--- src/rtl/key_pkg.sv ---
// Shared definitions for the panel key conditioner.
// Holds the per-key state encoding, the counter-width helper functions and
// the default timing constants (one clock cycle = 1 ms on the 1 kHz clock).
package key_pkg;

    typedef enum logic [2:0] {
        IDLE       = 3'd0,
        PRESS_DB   = 3'd1,
        HELD       = 3'd2,
        REPEAT     = 3'd3,
        RELEASE_DB = 3'd4
    } key_state_t;

    localparam int DEF_NUM_KEYS        = 3;
    localparam int DEF_DEBOUNCE_MS     = 20;
    localparam int DEF_REPEAT_DELAY_MS = 500;
    localparam int DEF_REPEAT_RATE_MS  = 200;

    // Ceiling log2 with a floor of 1 so every counter has at least one bit.
    function automatic int clog2(input int value);
        int r;
        r = 0;
        while ((1 << r) < value) r++;
        return (r < 1) ? 1 : r;
    endfunction

    function automatic int max2(input int a, input int b);
        return (a > b) ? a : b;
    endfunction

endpackage

--- src/rtl/key_fsm.sv ---
// One conditioned key: polarity normalisation, 2-FF synchronizer, debounce,
// press/release pulses, long-press flag and optional auto-repeat.
// Ports:
//   clk_1khz    - 1 kHz system clock
//   switch_clr  - asynchronous active-low reset
//   key_raw     - unsynchronised button level
//   key_level   - debounced level, 1 = pressed
//   key_press   - one-cycle pulse on accepted press
//   key_release - one-cycle pulse on accepted release
//   key_long    - high from hold threshold until accepted release
//   key_repeat  - one-cycle auto-repeat pulses
module key_fsm
    import key_pkg::*;
#(
    parameter bit ACTIVE_LOW      = 1'b0,
    parameter bit REPEAT_EN       = 1'b0,
    parameter int DEBOUNCE_MS     = DEF_DEBOUNCE_MS,
    parameter int REPEAT_DELAY_MS = DEF_REPEAT_DELAY_MS,
    parameter int REPEAT_RATE_MS  = DEF_REPEAT_RATE_MS
) (
    input  logic clk_1khz,
    input  logic switch_clr,
    input  logic key_raw,
    output logic key_level,
    output logic key_press,
    output logic key_release,
    output logic key_long,
    output logic key_repeat
);

    localparam int CNT_W  = clog2(DEBOUNCE_MS);
    localparam int HOLD_W = clog2(max2(REPEAT_DELAY_MS, REPEAT_RATE_MS));

    localparam logic [CNT_W-1:0]  DB_LAST    = CNT_W'(DEBOUNCE_MS - 1);
    localparam logic [HOLD_W-1:0] DELAY_LAST = HOLD_W'(REPEAT_DELAY_MS - 1);
    localparam logic [HOLD_W-1:0] RATE_LAST  = HOLD_W'(REPEAT_RATE_MS - 1);

    key_state_t        state;
    logic [1:0]        sync_q;
    logic              sync;
    logic              norm;
    logic              ret_repeat;
    logic [CNT_W-1:0]  cnt;
    logic [HOLD_W-1:0] hold_cnt;

    // Polarity is fixed before synchronizing so the reset value 0 is always
    // the released level regardless of the key's electrical polarity.
    assign norm = key_raw ^ ACTIVE_LOW;
    assign sync = sync_q[1];

    always_ff @(posedge clk_1khz or negedge switch_clr) begin
        if (!switch_clr) begin
            sync_q      <= 2'b00;
            state       <= IDLE;
            ret_repeat  <= 1'b0;
            cnt         <= '0;
            hold_cnt    <= '0;
            key_level   <= 1'b0;
            key_press   <= 1'b0;
            key_release <= 1'b0;
            key_long    <= 1'b0;
            key_repeat  <= 1'b0;
        end else begin
            sync_q      <= {sync_q[0], norm};
            key_press   <= 1'b0;
            key_release <= 1'b0;
            key_repeat  <= 1'b0;
            case (state)
                IDLE: begin
                    if (sync) begin
                        state <= PRESS_DB;
                        cnt   <= '0;
                    end
                end
                PRESS_DB: begin
                    if (!sync) begin
                        state <= IDLE;
                    end else if (cnt == DB_LAST) begin
                        state     <= HELD;
                        key_press <= 1'b1;
                        key_level <= 1'b1;
                        hold_cnt  <= '0;
                    end else begin
                        cnt <= cnt + 1'b1;
                    end
                end
                HELD: begin
                    // A release always wins over the threshold; the hold count
                    // still ticks on the leaving cycle unless already at the
                    // threshold, so a short dropout delays key_long by exactly
                    // the dropout length.
                    if (!sync) begin
                        state      <= RELEASE_DB;
                        cnt        <= '0;
                        ret_repeat <= 1'b0;
                        if (hold_cnt != DELAY_LAST) hold_cnt <= hold_cnt + 1'b1;
                    end else if (hold_cnt == DELAY_LAST) begin
                        key_long <= 1'b1;
                        if (REPEAT_EN) begin
                            key_repeat <= 1'b1;
                            state      <= REPEAT;
                            hold_cnt   <= '0;
                        end
                    end else begin
                        hold_cnt <= hold_cnt + 1'b1;
                    end
                end
                REPEAT: begin
                    if (!sync) begin
                        state      <= RELEASE_DB;
                        cnt        <= '0;
                        ret_repeat <= 1'b1;
                        if (hold_cnt != RATE_LAST) hold_cnt <= hold_cnt + 1'b1;
                    end else if (hold_cnt == RATE_LAST) begin
                        key_repeat <= 1'b1;
                        hold_cnt   <= '0;
                    end else begin
                        hold_cnt <= hold_cnt + 1'b1;
                    end
                end
                RELEASE_DB: begin
                    // hold_cnt is frozen here; a bounce back resumes where it left off.
                    if (sync) begin
                        state <= ret_repeat ? REPEAT : HELD;
                    end else if (cnt == DB_LAST) begin
                        state       <= IDLE;
                        key_release <= 1'b1;
                        key_level   <= 1'b0;
                        key_long    <= 1'b0;
                    end else begin
                        cnt <= cnt + 1'b1;
                    end
                end
                default: state <= IDLE;
            endcase
        end
    end

endmodule

--- src/rtl/key_conditioner.sv ---
// Panel key front-end for the clock/alarm/stopwatch controller.
// Instantiates one independent key_fsm per button with its own polarity
// and auto-repeat enable.
// Ports:
//   clk_1khz    - 1 kHz system clock
//   switch_clr  - asynchronous active-low reset
//   key_raw     - unsynchronised button levels
//   key_level   - debounced levels, 1 = pressed
//   key_press   - one-cycle pulses on accepted press
//   key_release - one-cycle pulses on accepted release
//   key_long    - long-press flags
//   key_repeat  - one-cycle auto-repeat pulses
module key_conditioner
    import key_pkg::*;
#(
    parameter int                  NUM_KEYS        = DEF_NUM_KEYS,
    parameter logic [NUM_KEYS-1:0] ACTIVE_LOW_MASK = 3'b100,
    parameter logic [NUM_KEYS-1:0] REPEAT_MASK     = 3'b010,
    parameter int                  DEBOUNCE_MS     = DEF_DEBOUNCE_MS,
    parameter int                  REPEAT_DELAY_MS = DEF_REPEAT_DELAY_MS,
    parameter int                  REPEAT_RATE_MS  = DEF_REPEAT_RATE_MS
) (
    input  logic                clk_1khz,
    input  logic                switch_clr,
    input  logic [NUM_KEYS-1:0] key_raw,
    output logic [NUM_KEYS-1:0] key_level,
    output logic [NUM_KEYS-1:0] key_press,
    output logic [NUM_KEYS-1:0] key_release,
    output logic [NUM_KEYS-1:0] key_long,
    output logic [NUM_KEYS-1:0] key_repeat
);

    for (genvar i = 0; i < NUM_KEYS; i++) begin : g_key
        key_fsm #(
            .ACTIVE_LOW      (ACTIVE_LOW_MASK[i]),
            .REPEAT_EN       (REPEAT_MASK[i]),
            .DEBOUNCE_MS     (DEBOUNCE_MS),
            .REPEAT_DELAY_MS (REPEAT_DELAY_MS),
            .REPEAT_RATE_MS  (REPEAT_RATE_MS)
        ) u_key (
            .clk_1khz    (clk_1khz),
            .switch_clr  (switch_clr),
            .key_raw     (key_raw[i]),
            .key_level   (key_level[i]),
            .key_press   (key_press[i]),
            .key_release (key_release[i]),
            .key_long    (key_long[i]),
            .key_repeat  (key_repeat[i])
        );
    end

endmodule
--- config.mk ---
export PLATFORM = sky130hd
export DESIGN_NAME = key_conditioner
export DESIGN_NICKNAME = d
export VERILOG_FILES = /design/src/rtl/key_pkg.sv /design/src/rtl/key_fsm.sv /design/src/rtl/key_conditioner.sv
export SDC_FILE = /design/constraint.sdc
export NUM_CORES = 1
export LEC_CHECK = 0
export ABC_AREA = 1
export ABC_CLOCK_PERIOD_IN_PS = 1400
export CORE_MARGIN = 2
export CORE_UTILIZATION = 55
export CTS_BUF_LIST = sky130_fd_sc_hd__clkbuf_16
export CTS_CLUSTER_SIZE = 14
export DETAILED_ROUTE_END_ITERATION = 8
export GPL_ROUTABILITY_DRIVEN = 0
export PLACE_DENSITY = 0.8
export SLEW_MARGIN = 30
export SYNTH_ARGS = -nofsm -noshare
export SYNTH_HDL_FRONTEND = slang
export SYNTH_HIERARCHICAL = 1
export SYNTH_SLANG_ARGS = --single-unit
--- constraint.sdc ---
create_clock -name clk_1khz -period 1.4 [get_ports clk_1khz]
set_input_delay 0.21 -clock clk_1khz [delete_from_list [all_inputs] [get_ports clk_1khz]]
set_output_delay 0.21 -clock clk_1khz [all_outputs]
set_load 0.005 [all_outputs]
Yosys cells after proc, flatten, opt, wreduce, memory -nomap -nowiden --
Index checks and enable logic that the tools add are counted.
Operators by class: mux-type cells 130, reduce and logical (&&, ||, !) cells 39, $add $sub $neg 6, bitwise gates (word level) 1, equality and inequality tests 72
Operators by type and width (number):
- 9-bit 2-to-1 mux | 24
- 9-bit one-hot mux with 3 select lines | 3
- 5-bit 2-to-1 mux | 15
- 3-bit 2-to-1 mux | 20
- 5-bit one-hot mux with 4 select lines | 3
- 5-bit AND reduction | 11
- 1-bit 2-to-1 mux | 52
- 2-bit by 1-bit inequality test with 1-bit output (second input constant) | 18
- 9-bit by 1-bit adder with 9-bit output (second input constant) | 3
- 9-bit by 8-bit == test with 1-bit output (second input constant) | 3
- 9-bit == test (second input constant) | 3
- 3-bit by 1-bit inequality test with 1-bit output (second input constant) | 9
- 9-bit by 8-bit inequality test with 1-bit output (second input constant) | 3
- 9-bit inequality test (second input constant) | 3
- 2-bit inequality test (second input constant) | 12
- 3-bit one-hot mux with 4 select lines | 2
- 1-bit one-hot mux with 2 select lines | 10
- 3-bit by 2-bit == test with 1-bit output (second input constant) | 6
- 3-bit inequality test (second input constant) | 6
- 2-bit nonzero test | 9
- 5-bit by 1-bit adder with 5-bit output (second input constant) | 3
- 5-bit == test (second input constant) | 3
- 3-bit one-hot mux with 5 select lines | 1
- 6-bit AND reduction | 2
- 9 further kinds | 24
Storage, ports and cells: bits in registers 75, word-level logic and storage cells 278, output and inout port bits 15, input bits 5

Longest topological paths before layout --
word-level depth 4, depth in mapped cells 12, gate-level depth less buffers 11

By module --
Netlist, hierarchy kept.
Modules (own cells, without submodules):
- key_fsm (g_key[1].u_key) | seq. area each 625.6 µm², area each 1515.2 µm², instances 1, cells each 198
- key_fsm (g_key[0].u_key) | seq. area each 625.6 µm², area each 1481.4 µm², instances 1, cells each 207
- key_fsm (g_key[2].u_key) | seq. area each 625.6 µm², area each 1433.9 µm², instances 1, cells each 192

Worst setup path before layout --
Ideal clock, no wire load.
path kind reg-to-reg, start point register g_key[2].u_key.hold_cnt[0], end point register g_key[2].u_key.hold_cnt[4], slack -112 ps, cell stages (with the launch flop) 13, arrival time 1395 ps, path buffers 1, period minus slack after synthesis 1512 ps, library setup time 117 ps, required time 1283 ps, cells stage by stage dfrtp_1 ha_1 nand2_2 inv_2 nand2_1 nor2_2 nand2_1 nand2_2 nor2_4 buf_6 nand3_1 nand2_1 nor2_1
On the way: cells in the longest elaborated chain, start to end 4, elaborated cells between the ends (all ways) 16, classes of those cells 1 x add/sub; 7 x eq/ne; 7 x mux; 1 x reduce/logical
RTL lines:
- start, declared | line key_fsm.sv:44 | logic [HOLD_W-1:0] hold_cnt;
- start signal, assigned | line key_fsm.sv:96 | if (hold_cnt != DELAY_LAST) hold_cnt <= hold_cnt + 1'b1;
- start signal, assigned | line key_fsm.sv:105 | hold_cnt <= hold_cnt + 1'b1;
- start signal, assigned | line key_fsm.sv:113 | if (hold_cnt != RATE_LAST) hold_cnt <= hold_cnt + 1'b1;
- 9-bit by 1-bit adder with 9-bit output / 9-bit by 8-bit == test with 1-bit output (equally long branches)
- 9-bit 2-to-1 mux, on equally long branches
- 9-bit 2-to-1 mux, on equally long branches | line key_fsm.sv:109, key_fsm.sv:92
- 9-bit one-hot mux with 3 select lines | line key_fsm.sv:68 | case (state)
Parallel ways exist; a longest one is shown, timed or not. The select of a mux whose other input is x is not followed. A chain may end at the register's enable or synchronous reset.

Final worst setup path --
start point register g_key[0].u_key.hold_cnt[0], end point register g_key[0].u_key.hold_cnt[3]
On the way: cells in the longest elaborated chain, start to end 4, elaborated cells between the ends (all ways) 16, classes of those cells 1 x add/sub; 7 x eq/ne; 7 x mux; 1 x reduce/logical
RTL lines (line):
- start, declared | key_fsm.sv:44
- start signal, assigned | key_fsm.sv:96
- start signal, assigned | key_fsm.sv:105
- start signal, assigned | key_fsm.sv:113
- 9-bit by 1-bit adder with 9-bit output / 9-bit by 8-bit == test with 1-bit output (equally long branches)
- 9-bit 2-to-1 mux, on equally long branches
- 9-bit 2-to-1 mux, on equally long branches | key_fsm.sv:109, key_fsm.sv:92
- 9-bit one-hot mux with 3 select lines | key_fsm.sv:68
Parallel ways exist; a longest one is shown, timed or not. The select of a mux whose other input is x is not followed.

==> metrics.csv <==
stage;metric;value;unit
final_layout;area_delta_synth_final;59.5;%
critical_path;cp.required;1680;ps
drt;drt-initial-drc-count;821;
pwr;p_int;6.82;mW
clock_tree;cts_sinks;75;
placement;numPortBuffers;19;
drt;routedWlPerCell;23.5;um
global_routing;antenna_found_initial;0;
die;start_util;57.0;%
clock_tree;cts_buffer_depth;2;
synthesis;synth_ff_type;dfrtp_1;
run;max-cap-violations;0;
drt;viasPerCell;6.58;
synthesis;seq_area_frac_synth;42.4;%
synthesis;yosysTopAreaCellShare;42.4;%
global_routing;overflow;0;
synthesis;synth_area_leader_cell;dfrtp_1;
pwr;p_sw;6.07;mW
global_routing;grt_busiest_layer;met2;
die;core_area;7770;um2
synthesis;synth.distinct_cells;41;
synthesis;ys_ff_latch;75;
synthesis;netlist_area;4430;um2
global_routing;first_global_vias;4837;
drt;routed_wl;20600;um
pwr;p_seq_share;23.4;%
drt;ant_nets;0;
placement;dp_slack;-152;ps
die;pin_count;20;
sta;slew_violations;0;
sta;post-route-period-util;138;%
outcome;violations;negative setup slack;
synthesis;async_flop_share;100;%
sta;maxSlewHeadroom;59.5;%
die;die_h;93.8;um
global_routing;grt_usage;32.7;%
placement;dpl_cell_area;5580;um2
global_routing;grt_pass1_wl;22700;um
synthesis;post-synth-top-count-cell;nand2_1;
min_path;hold_class;input pin to register;
global_routing;met1_usage;39.4;%
synthesis;avgSynthCellArea;7.42;um2
final_layout;fin_area;7070;um2
clock_tree;ctsHtreeMaxLevel;3;
die;die_area;8790;um2
pwr;comb_power_share;58.4;%
synthesis;synth_xor_area_share;3.16;%
pwr;ir_drop;1.50;mV
critical_path;critPathCaptureType;register;
synthesis;syn-num-nets;609;
global_routing;grtUsageMet3;6.82;%
pwr;total_power;12.9;mW
final_layout;layout-drive-gt1-share;50.1;%
outcome;status;complete, but fails checks;
critical_path;start_kind;register;
clock_tree;cts_tree;yes;
sta;rsz0062_at_grt;yes;
pwr;pwr-share-clk;18.2;%
die;die_w;93.8;um
synthesis;synth_top_family_by_area;simple AND/OR/NAND/NOR gates;
die;placementRows;32;
sta;worst_slew_pin_slew;602;ps
drt;drc;0;
placement;hpwl;7710;um
final_layout;nets;781;
sta;fin_hold_ws;290;ps
sta;timing.fmax;517;MHz
sta;setup_viol;61;
synthesis;yosys_warnings;6;
clock_tree;clock_latency;350;ps
synthesis;synthAdderAreaFrac;1.98;%
sta;finalClockSkew;14.7;ps
global_routing;met2_usage;55.5;%
final_layout;antenna_cells;0;
sta;postLayoutSetupSlackWorst;-535;ps
synthesis;yosys.area_share.simple;38.1;%
synthesis;synth_mux_area_share;0;%
sta;post-route-min-period;1930;ps
critical_path;criticalPathCategory;register to register;
synthesis;synth.area.top_cells;dfrtp_1 42%, nand2_1 16%, nand3_1 5.4%, nor2_1 5.3%, inv_1 4.3%;
sta;hold_viol_final;0;
synthesis;synth-edff-count;0;
pwr;leakage;3.54;nW
drt;vias;5764;
critical_path;arrival;2220;ps
global_routing;grt_start_max_net_pins;76;
drt;first_pass_iters;7;
clock_tree;cts_buffers;9;
clock_tree;clk_pin_slew_worst_paths;70;ps
synthesis;synth_compound_area_share;8.02;%
pwr;power_density;1820;nW/um2
critical_path;worstPathMaxFanout;4;
synthesis;synthCells;597;
sta;fin_setup_tns;-12090;ps
synthesis;yosys-top-cells-count;193 x nand2_1, 75 x dfrtp_1, 62 x nor2_1;
clock_tree;root_buffer;clkbuf_16;
pwr;switching_share;47.1;%
## layout make-up
cell class | instances | area [um2]
Clock buffer | 9 | 225
Tap cell | 102 | 128
Fill cell | 274 | 701
Clock inverter | 7 | 61.3
Inverter | 64 | 282
Sequential cell | 75 | 1890
Timing Repair Buffer | 163 | 1390
Multi-Input combinational cell | 456 | 3090
## timing repair
action	CTS	global route
setup endpoints to repair	57	65
resized for setup	82	184
buffers inserted	14	30
hold endpoints to repair	75	0
cloned	5	0
pin swaps	43	79
hold buffers	1	0
## power by group through the flow
| stage | logic, mW | clock network (mW) | registers (mW) |
|---|---|---|---|
| 3_5_place_dp | 4.31 | 0 | 2.88 |
| 2_1_floorplan | 2.55 | 0 | 2.86 |
| 6_report | 7.52 | 2.35 | 3.01 |
| 3_3_place_gp | 4.12 | 0 | 2.86 |
| 4_1_cts | 5.16 | 2.24 | 2.90 |
| 5_1_grt | 7.80 | 2.42 | 3.02 |
## metal layers
metal / wire length, um / vias up
li1: - / 2271
met1: 6960 / 2671
met2: 9240 / 581
met3: 2360 / 241
met4: 2020 / 0
met5: 0 / -
## worst paths after layout
kind | to | cells past startpoint | start | slack (ps)
setup / recovery | g_key[0].u_key/hold_cnt[3] | 10 | g_key[0].u_key/hold_cnt[0] | -530
hold reg to reg | g_key[0].u_key/sync_q[1] | 0 | g_key[0].u_key/sync_q[0] | 370
min in group asynchronous | g_key[1].u_key/hold_cnt[0] | 3 | switch_clr | 400
max in group asynchronous | g_key[0].u_key/hold_cnt[2] | 3 | switch_clr | 610
setup reg to reg | g_key[0].u_key/hold_cnt[3] | 10 | g_key[0].u_key/hold_cnt[0] | -530
hold / removal | g_key[0].u_key/sync_q[0] | 1 | key_raw[0] | 290
## critical path: stages, from the launching register on
cell	delay, ps
dfrtp_1	410
buf_4	160
nand3_1	200
inv_2	100
nand2_1	140
nand2_1	160
inv_1	130
o21ai_1	80
o21ai_0	280
nand2_1	120
nand2_1	100
## registers in the layout, indices dropped and copies added, names as in the netlist
name,cells
g_key.u_key/hold_cnt,27
g_key.u_key/cnt,15
g_key.u_key/state,9
g_key.u_key/sync_q,6
g_key.u_key/key_level,3
g_key.u_key/key_long,3
g_key.u_key/key_press,3
g_key.u_key/key_release,3
g_key.u_key/key_repeat,3
g_key.u_key/ret_repeat,3
## cell families (layout without fill, tap and decap cells)
family,count (synthesis),after routing
AO/OA/AOI/OAI,61,61
XOR/XNOR,16,16
adder cells (fa/ha/maj),7,7
buffers and inverters,71,243
flip-flops,75,75
AND/OR/NAND/NOR,367,372
## placed cells by master, fill, tap and decap left out, drive strengths merged, types with 4 or more instances in the layout
master and n:
dlygate4sd2 4, dfrtp 75, nand3b 4, clkdlybuf4s50 10
ha 7, a21oi 13, o21ai 37, nand2 210
xor2 12, dlymetal6s2s 4, nor3 9, inv 66
nand4 12, nand3 54, nor2 80, xnor2 4
buf 144, clkbuf 9
## through the flow
step | instances | utilization, %
detailed placement | 812 | 71.8
CTS | 848 | 81.1
global route | 876 | 91.0
global placement | 812 | 71.8
floorplan | 597 | -
finish | 876 | 91.0
(Power assumes the default switching activity.)
